[config.mk]
export PLATFORM = sky130hd
export DESIGN_NAME = crono_bcd_timer
export DESIGN_NICKNAME = d
export VERILOG_FILES = /design/src/rtl/crono_bcd_timer.sv
export SDC_FILE = /design/constraint.sdc
export NUM_CORES = 1
export LEC_CHECK = 0
export ABC_AREA = 1
export BUFFER_PORTS_ARGS = -buffer_cell sky130_fd_sc_hd__buf_4
export CAP_MARGIN = 20
export CORE_MARGIN = 5
export CORE_UTILIZATION = 45
export DETAILED_ROUTE_END_ITERATION = 8
export GPL_TIMING_DRIVEN = 0
export PLACE_DENSITY = 0.67
export RECOVER_POWER = 50
export SLEW_MARGIN = 10
export SYNTH_ARGS = -nofsm -noshare
export SYNTH_HDL_FRONTEND = slang
export SYNTH_SLANG_ARGS = --single-unit
[constraint.sdc]
create_clock -name clk_i -period 2.1 [get_ports clk_i]
set_clock_uncertainty 0.1 [all_clocks]
set_input_delay 0.315 -clock clk_i [delete_from_list [all_inputs] [get_ports clk_i]]
set_output_delay 0.315 -clock clk_i [all_outputs]
set_load 0.005 [all_outputs]
[src/rtl/crono_bcd_timer.sv]
// -----------------------------------------------------------------------------
// crono_bcd_timer
//
// Loadable HH:MM:SS countdown timer for the "crono" row of the VGA display.
// A free-running prescaler derives a one-second tick from the board clock.
// On every tick the six BCD digits count down by one second with borrow.
// The timer stops at 00:00:00 and raises a terminal "done" flag for the
// display and buzzer logic.
//
// Ports:
//   clk_i        system clock (100 MHz on the board)
//   reset_i      asynchronous, active-high reset
//   start_i      one-cycle pulse: start or resume the countdown
//   stop_i       one-cycle pulse: pause the countdown
//   clear_i      one-cycle pulse: zero all digits and return to idle
//   load_i       one-cycle pulse: capture load_bcd_i
//   load_bcd_i   {DH,UH,DM,UM,DS,US}, 4-bit BCD each, DH in bits 23:20
//   dig_*_o      current time in BCD, registered
//   running_o    high while counting
//   done_o       high once the countdown has reached zero
//   load_err_o   one-cycle pulse when a load is rejected
// -----------------------------------------------------------------------------
module crono_bcd_timer #(
    parameter int TICK_DIV = 100000000,
    parameter int HOUR_MAX = 23
) (
    input  logic        clk_i,
    input  logic        reset_i,
    input  logic        start_i,
    input  logic        stop_i,
    input  logic        clear_i,
    input  logic        load_i,
    input  logic [23:0] load_bcd_i,
    output logic [3:0]  dig_dh_o,
    output logic [3:0]  dig_uh_o,
    output logic [3:0]  dig_dm_o,
    output logic [3:0]  dig_um_o,
    output logic [3:0]  dig_ds_o,
    output logic [3:0]  dig_us_o,
    output logic        running_o,
    output logic        done_o,
    output logic        load_err_o
);

    localparam int                 PRESC_W    = (TICK_DIV > 1) ? $clog2(TICK_DIV) : 1;
    localparam logic [PRESC_W-1:0] PRESC_LAST = PRESC_W'(TICK_DIV - 1);
    localparam logic [6:0]         HOUR_LIMIT = 7'(HOUR_MAX);

    typedef enum logic [1:0] {
        S_IDLE,
        S_RUN,
        S_PAUSE,
        S_DONE
    } state_t;

    state_t             r_state;
    logic [PRESC_W-1:0] r_presc;
    logic [3:0]         r_dh;
    logic [3:0]         r_uh;
    logic [3:0]         r_dm;
    logic [3:0]         r_um;
    logic [3:0]         r_ds;
    logic [3:0]         r_us;
    logic               r_running;
    logic               r_done;
    logic               r_load_err;

    // Split the load word into its six BCD fields.
    logic [3:0] w_ld_dh;
    logic [3:0] w_ld_uh;
    logic [3:0] w_ld_dm;
    logic [3:0] w_ld_um;
    logic [3:0] w_ld_ds;
    logic [3:0] w_ld_us;
    logic [6:0] w_ld_hour;
    logic       w_load_legal;

    assign w_ld_dh = load_bcd_i[23:20];
    assign w_ld_uh = load_bcd_i[19:16];
    assign w_ld_dm = load_bcd_i[15:12];
    assign w_ld_um = load_bcd_i[11:8];
    assign w_ld_ds = load_bcd_i[7:4];
    assign w_ld_us = load_bcd_i[3:0];

    // The hour limit applies to the decoded two-digit value, so DH=2/UH=4
    // is rejected even though both digits are valid BCD on their own.
    assign w_ld_hour = ({3'b000, w_ld_dh} * 7'd10) + {3'b000, w_ld_uh};

    // A load is legal only if every digit is valid BCD, the tens of minutes
    // and seconds stay within 0..5, and the decoded hour is within range.
    assign w_load_legal = (w_ld_dh <= 4'd9) && (w_ld_uh <= 4'd9) &&
                          (w_ld_dm <= 4'd5) && (w_ld_um <= 4'd9) &&
                          (w_ld_ds <= 4'd5) && (w_ld_us <= 4'd9) &&
                          (w_ld_hour <= HOUR_LIMIT);

    // Control pulses are resolved by priority: clear > load > stop > start.
    // A higher pulse masks every lower one in the same cycle, even when the
    // higher pulse itself has no effect in the current state.
    logic w_do_load;
    logic w_do_stop;
    logic w_do_start;

    assign w_do_load  = load_i  & ~clear_i;
    assign w_do_stop  = stop_i  & ~clear_i & ~load_i;
    assign w_do_start = start_i & ~clear_i & ~load_i & ~stop_i;

    // The one-second tick exists only while running, in the last prescaler
    // count of each period.
    logic w_tick;
    assign w_tick = (r_state == S_RUN) && (r_presc == PRESC_LAST);

    logic w_time_zero;
    assign w_time_zero = (r_dh == 4'd0) && (r_uh == 4'd0) && (r_dm == 4'd0) &&
                         (r_um == 4'd0) && (r_ds == 4'd0) && (r_us == 4'd0);

    // Next time value for a one-second decrement. Each digit borrows from
    // the next more significant digit only when it wraps, and the wrap value
    // is 9 for unit digits and 5 for tens of minutes/seconds. Hours behave
    // as a plain two-digit BCD value. The tens-of-hours digit saturates at
    // zero so the outputs stay legal BCD even if a decrement were ever
    // requested at 00:00:00.
    logic [3:0] w_nx_dh;
    logic [3:0] w_nx_uh;
    logic [3:0] w_nx_dm;
    logic [3:0] w_nx_um;
    logic [3:0] w_nx_ds;
    logic [3:0] w_nx_us;
    logic       w_bor_us;
    logic       w_bor_ds;
    logic       w_bor_um;
    logic       w_bor_dm;
    logic       w_bor_uh;
    logic       w_next_zero;

    assign w_bor_us = (r_us == 4'd0);
    assign w_nx_us  = w_bor_us ? 4'd9 : (r_us - 4'd1);

    assign w_bor_ds = w_bor_us && (r_ds == 4'd0);
    assign w_nx_ds  = !w_bor_us ? r_ds : ((r_ds == 4'd0) ? 4'd5 : (r_ds - 4'd1));

    assign w_bor_um = w_bor_ds && (r_um == 4'd0);
    assign w_nx_um  = !w_bor_ds ? r_um : ((r_um == 4'd0) ? 4'd9 : (r_um - 4'd1));

    assign w_bor_dm = w_bor_um && (r_dm == 4'd0);
    assign w_nx_dm  = !w_bor_um ? r_dm : ((r_dm == 4'd0) ? 4'd5 : (r_dm - 4'd1));

    assign w_bor_uh = w_bor_dm && (r_uh == 4'd0);
    assign w_nx_uh  = !w_bor_dm ? r_uh : ((r_uh == 4'd0) ? 4'd9 : (r_uh - 4'd1));

    assign w_nx_dh  = !w_bor_uh ? r_dh : ((r_dh == 4'd0) ? 4'd0 : (r_dh - 4'd1));

    assign w_next_zero = (w_nx_dh == 4'd0) && (w_nx_uh == 4'd0) && (w_nx_dm == 4'd0) &&
                         (w_nx_um == 4'd0) && (w_nx_ds == 4'd0) && (w_nx_us == 4'd0);

    // Main controller: state, prescaler, digits and status flags are all
    // updated together so every output changes on the same clock edge as
    // the state it reflects. Clear and a legal load act the same way from
    // any non-running state; the per-state case handles start, stop and
    // the countdown itself. The tick that reaches 00:00:00 enters DONE in
    // the same update, so no state ever shows zero time while running.
    always_ff @(posedge clk_i or posedge reset_i) begin
        if (reset_i) begin
            r_state    <= S_IDLE;
            r_presc    <= '0;
            r_dh       <= 4'd0;
            r_uh       <= 4'd0;
            r_dm       <= 4'd0;
            r_um       <= 4'd0;
            r_ds       <= 4'd0;
            r_us       <= 4'd0;
            r_running  <= 1'b0;
            r_done     <= 1'b0;
            r_load_err <= 1'b0;
        end else begin
            r_load_err <= 1'b0;
            if (clear_i) begin
                r_state   <= S_IDLE;
                r_presc   <= '0;
                r_dh      <= 4'd0;
                r_uh      <= 4'd0;
                r_dm      <= 4'd0;
                r_um      <= 4'd0;
                r_ds      <= 4'd0;
                r_us      <= 4'd0;
                r_running <= 1'b0;
                r_done    <= 1'b0;
            end else if (w_do_load && (r_state != S_RUN)) begin
                if (w_load_legal) begin
                    r_state   <= S_IDLE;
                    r_presc   <= '0;
                    r_dh      <= w_ld_dh;
                    r_uh      <= w_ld_uh;
                    r_dm      <= w_ld_dm;
                    r_um      <= w_ld_um;
                    r_ds      <= w_ld_ds;
                    r_us      <= w_ld_us;
                    r_running <= 1'b0;
                    r_done    <= 1'b0;
                end else begin
                    r_load_err <= 1'b1;
                end
            end else begin
                case (r_state)
                    S_IDLE: begin
                        if (w_do_start && !w_time_zero) begin
                            r_state   <= S_RUN;
                            r_presc   <= '0;
                            r_running <= 1'b1;
                        end
                    end

                    S_RUN: begin
                        if (w_do_stop) begin
                            r_state   <= S_PAUSE;
                            r_running <= 1'b0;
                        end else if (w_tick) begin
                            r_presc <= '0;
                            if (!w_time_zero) begin
                                r_dh <= w_nx_dh;
                                r_uh <= w_nx_uh;
                                r_dm <= w_nx_dm;
                                r_um <= w_nx_um;
                                r_ds <= w_nx_ds;
                                r_us <= w_nx_us;
                            end
                            if (w_next_zero || w_time_zero) begin
                                r_state   <= S_DONE;
                                r_running <= 1'b0;
                                r_done    <= 1'b1;
                            end
                        end else begin
                            r_presc <= r_presc + PRESC_W'(1);
                        end
                    end

                    S_PAUSE: begin
                        if (w_do_start && !w_time_zero) begin
                            r_state   <= S_RUN;
                            r_running <= 1'b1;
                        end
                    end

                    S_DONE: begin
                        r_done <= 1'b1;
                    end

                    default: begin
                        r_state   <= S_IDLE;
                        r_running <= 1'b0;
                        r_done    <= 1'b0;
                    end
                endcase
            end
        end
    end

    assign dig_dh_o   = r_dh;
    assign dig_uh_o   = r_uh;
    assign dig_dm_o   = r_dm;
    assign dig_um_o   = r_um;
    assign dig_ds_o   = r_ds;
    assign dig_us_o   = r_us;
    assign running_o  = r_running;
    assign done_o     = r_done;
    assign load_err_o = r_load_err;

endmodule

==> results.sh <==
export IMPL_rrSetupSlack_ns=-0.25
export IMPL_ys_seq_area_share_pct=32.8
export IMPL_holdCritPathClass="input pin to register"
export IMPL_gp_congestion=0.915
export IMPL_violations="setup timing"
export IMPL_cellLeakagePower_nw=2.78
export IMPL_synth_warnings=0
export IMPL_fin_total_pwr_mw=7.03
export IMPL_status="complete, but fails checks"
export IMPL_holdWs_ns=0.196
export IMPL_synth_seq_cells=56
export IMPL_core_sq_um=9240
export IMPL_syn_inst=626
export IMPL_critPathRequiredTime_ns=2.20
export IMPL_syn_nets=666
export IMPL_wl_um=14000
export IMPL_io_pins=57
export IMPL_setup_violations=55
export IMPL_vias=4736
export IMPL_vdd_ir_drop_max_v=0.000616
export IMPL_antenna_found_initial=0
export IMPL_clkTransAtPathRegs_ns=0.11
export IMPL_dp_hpwl_um=9690
export IMPL_postRouteAntennaNets=0
export IMPL_r2r_start="r_presc[0]$_DFFE_PP0P_"
export IMPL_worst_slack_ns=-0.285
export IMPL_first_iter_violations=332
export IMPL_cp_arrival_ns=2.49
export IMPL_hold_path_depth=3
export IMPL_fp_dieArea_sq_um=11500
export IMPL_powerDensity_nw_per_um2=1170
export IMPL_drive_above_1_share_pct=33.9
export IMPL_grt_use_total_pct=23.9
export IMPL_die_x_um=107
export IMPL_grt_max_degree=35
export IMPL_syn_to_final_growth_pct=41.1
export IMPL_synth_ff_type="dfrtp_1"
export IMPL_wl_per_cell_um=15.9
export IMPL_worstSkewPairLatency_ns=0.31
export IMPL_drc=0
export IMPL_rows=35
export IMPL_path_cells="buf_8, ha_4, ha_4, inv_2, fa_1, nor2_2, or2_4, nand4_1, nand2_2, nand2_4, nor2_4, buf_12, buf_8, nand2_4, nor2_2, o21a_1"
export IMPL_grt_pass1_wl_um=22300
export IMPL_path_buf_inv=4
export IMPL_reg2reg_depth=12
export IMPL_layout_commonest_cell="nand2_1"
export IMPL_avgSynthCellArea_sq_um=6.82
export IMPL_critPathTopFamily="adder cells"
export IMPL_critPathLaunchType="input pin"
export IMPL_layout_common_cells="nand2_1, buf_4, inv_1"
export IMPL_ctsHtreeMaxLevel=2
export IMPL_numCtsBuffers=5
export IMPL_avgViaCountPerCell=5.39
export IMPL_clock_sinks=56
export IMPL_antenna_cells=0
export IMPL_clock_fmax_mhz=419
export IMPL_cts_root_buf="clkbuf_8"
export IMPL_drtPass1Iterations=5
export IMPL_cap_viol_max_count=0
export IMPL_slowest_delay_ns=0.53
export IMPL_crit_fanout=8
export IMPL_crit_type="input pin to register"
export IMPL_hp_start="load_bcd_i[15]"
export IMPL_grt_pass1_vias=4427
export IMPL_cts_tree="yes"
export IMPL_final_cell_area_sq_um=6020
export IMPL_slew_headroom_pct=42.6
export IMPL_min_delay_worst_endpoint="dig_dm_o[3]$_DFFE_PP0P_"
export IMPL_final_setup_tns_ns=-11.14
export IMPL_placed_area_sq_um=4920
export IMPL_period_minus_slack_ns=2.39
export IMPL_r2r_end="r_presc[19]$_DFFE_PP0P_"
export IMPL_synth_edf_count=0
export IMPL_end_kind="register"
export IMPL_final_max_slew_viol_count=0
export IMPL_period_share_pct=114
export IMPL_portBuffers=55
export IMPL_worst_pin_slew_ns=0.861
export IMPL_rsz0062_at_grt="yes"
export IMPL_grt_overflow_total=0
export IMPL_final_nets=789
export IMPL_crit_slowest_cell="fa_1"
export IMPL_ys_async_sr_fraction_pct=100
export IMPL_finalHoldViolCount=0
export IMPL_die_height_um=107
export IMPL_syn_area_sq_um=4270
export IMPL_clk_path_buf_depth=2
export IMPL_synth_cell_type_count=44
export IMPL_start_util_pct=46.2
## sequential cells by signal, summed over array words and instances (netlist names)
name        flops
dig_uh_o        4
dig_us_o        4
dig_dm_o        4
r_state         2
load_err_o      1
running_o       1
done_o          1
r_presc        27
dig_ds_o        4
dig_dh_o        4
dig_um_o        4
## Yosys cell counts, types with 4 or more instances
cell type  instances  area share, %
nor2_1            51            4.5
inv_1             80            7.0
nor3_2             4           0.94
a22oi_1           10            1.8
o21ai_1           10            1.2
nand2_1          152             13
nor3_1            25            2.9
xor2_1            13            2.7
o211ai_1           5           0.88
a21oi_1           24            2.8
nor2_2             6           0.88
o21ai_0           51            6.0
clkbuf_1           7           0.62
nor4_1             8            1.2
ha_1               8            2.3
dfrtp_1           56             33
nand2_2           10            1.5
or2_2              5           0.73
nand3_1           39            4.6
and3_1             5           0.73
buf_2              4           0.47
nand4_1           18            2.6
## worst reg2reg max path: stages (launching register included)
cell     delay [ns]
dfrtp_1        0.43
buf_4          0.13
nand3_1        0.16
nor3_4         0.24
inv_1          0.11
nor2_4         0.15
nand3_2        0.14
nor3_2         0.22
nand2_1        0.10
o21ai_1        0.23
nand2_4        0.08
a21oi_2        0.10
a21oi_1        0.05
## cells by family (layout without fill, tap and decap cells)
group	after synthesis	count (layout)	share of synthesized area, %
simple gates	331	331	36.2
xor+xnor	16	16	3.28
buf+inv	103	226	9.94
compound gates	110	110	14.4
fa+ha+maj	10	10	3.28
flops	56	56	32.8
## layout make-up
cell class	count	area, sq um
repair buffers	118	1010
clock buffers	5	68.8
plain buffers	15	149
well taps	129	161
fillers	837	3220
multi-input cells	467	2870
inverters	86	334
clock inverters	2	12.5
flip-flops and latches	56	1420
## layer usage
| metal | GRT usage, % | wire [um] | vias to the layer above |
|---|---|---|---|
| met5 | 0 | 0 | - |
| met4 | 2.71 | 93 | 0 |
| met3 | 2.82 | 796 | 8 |
| met2 | 38.8 | 6610 | 143 |
| met1 | 35.3 | 6480 | 2263 |
| li1 | - | - | 2322 |
## how the worst max path moves through the flow
stage	start	endpoint	cells past startpoint
floorplan	load_bcd_i[23]	r_presc[17]$_DFFE_PP0P_	14
global placement	load_bcd_i[23]	r_presc[8]$_DFFE_PP0P_	13
detailed placement	load_bcd_i[23]	r_presc[15]$_DFFE_PP0P_	13
CTS	load_bcd_i[21]	r_presc[21]$_DFFE_PP0P_	15
global route	load_bcd_i[21]	r_presc[9]$_DFFE_PP0P_	16
finish	load_bcd_i[21]	r_presc[17]$_DFFE_PP0P_	16
## metrics by stage
| stage | setup slack [ns] | util (%) | std cells |
|---|---|---|---|
| detailed placement | -0.759 | 53.3 | 811 |
| floorplan | -0.341 | - | 626 |
| CTS | -0.277 | 61.0 | 857 |
| finish | -0.285 | 65.2 | 878 |
| global route | -0.378 | 65.2 | 878 |
| global placement | -0.730 | 53.1 | 810 |
## repair_timing
item / CTS / global route
hold buffers: 1 / 0
pin swaps: 22 / 13
hold endpoints to repair: 22 / 0
gates cloned: 4 / 0
buffers inserted: 36 / 23
setup endpoints to repair: 55 / 55
resized for setup: 107 / 64
## power by group
group          internal (mW)  leakage (nW)  switching (mW)
Sequential              1.34         0.746           0.284
Combinational           2.18          2.00            2.63
Clock                  0.228        0.0400           0.368
(Power assumes the default switching activity.)
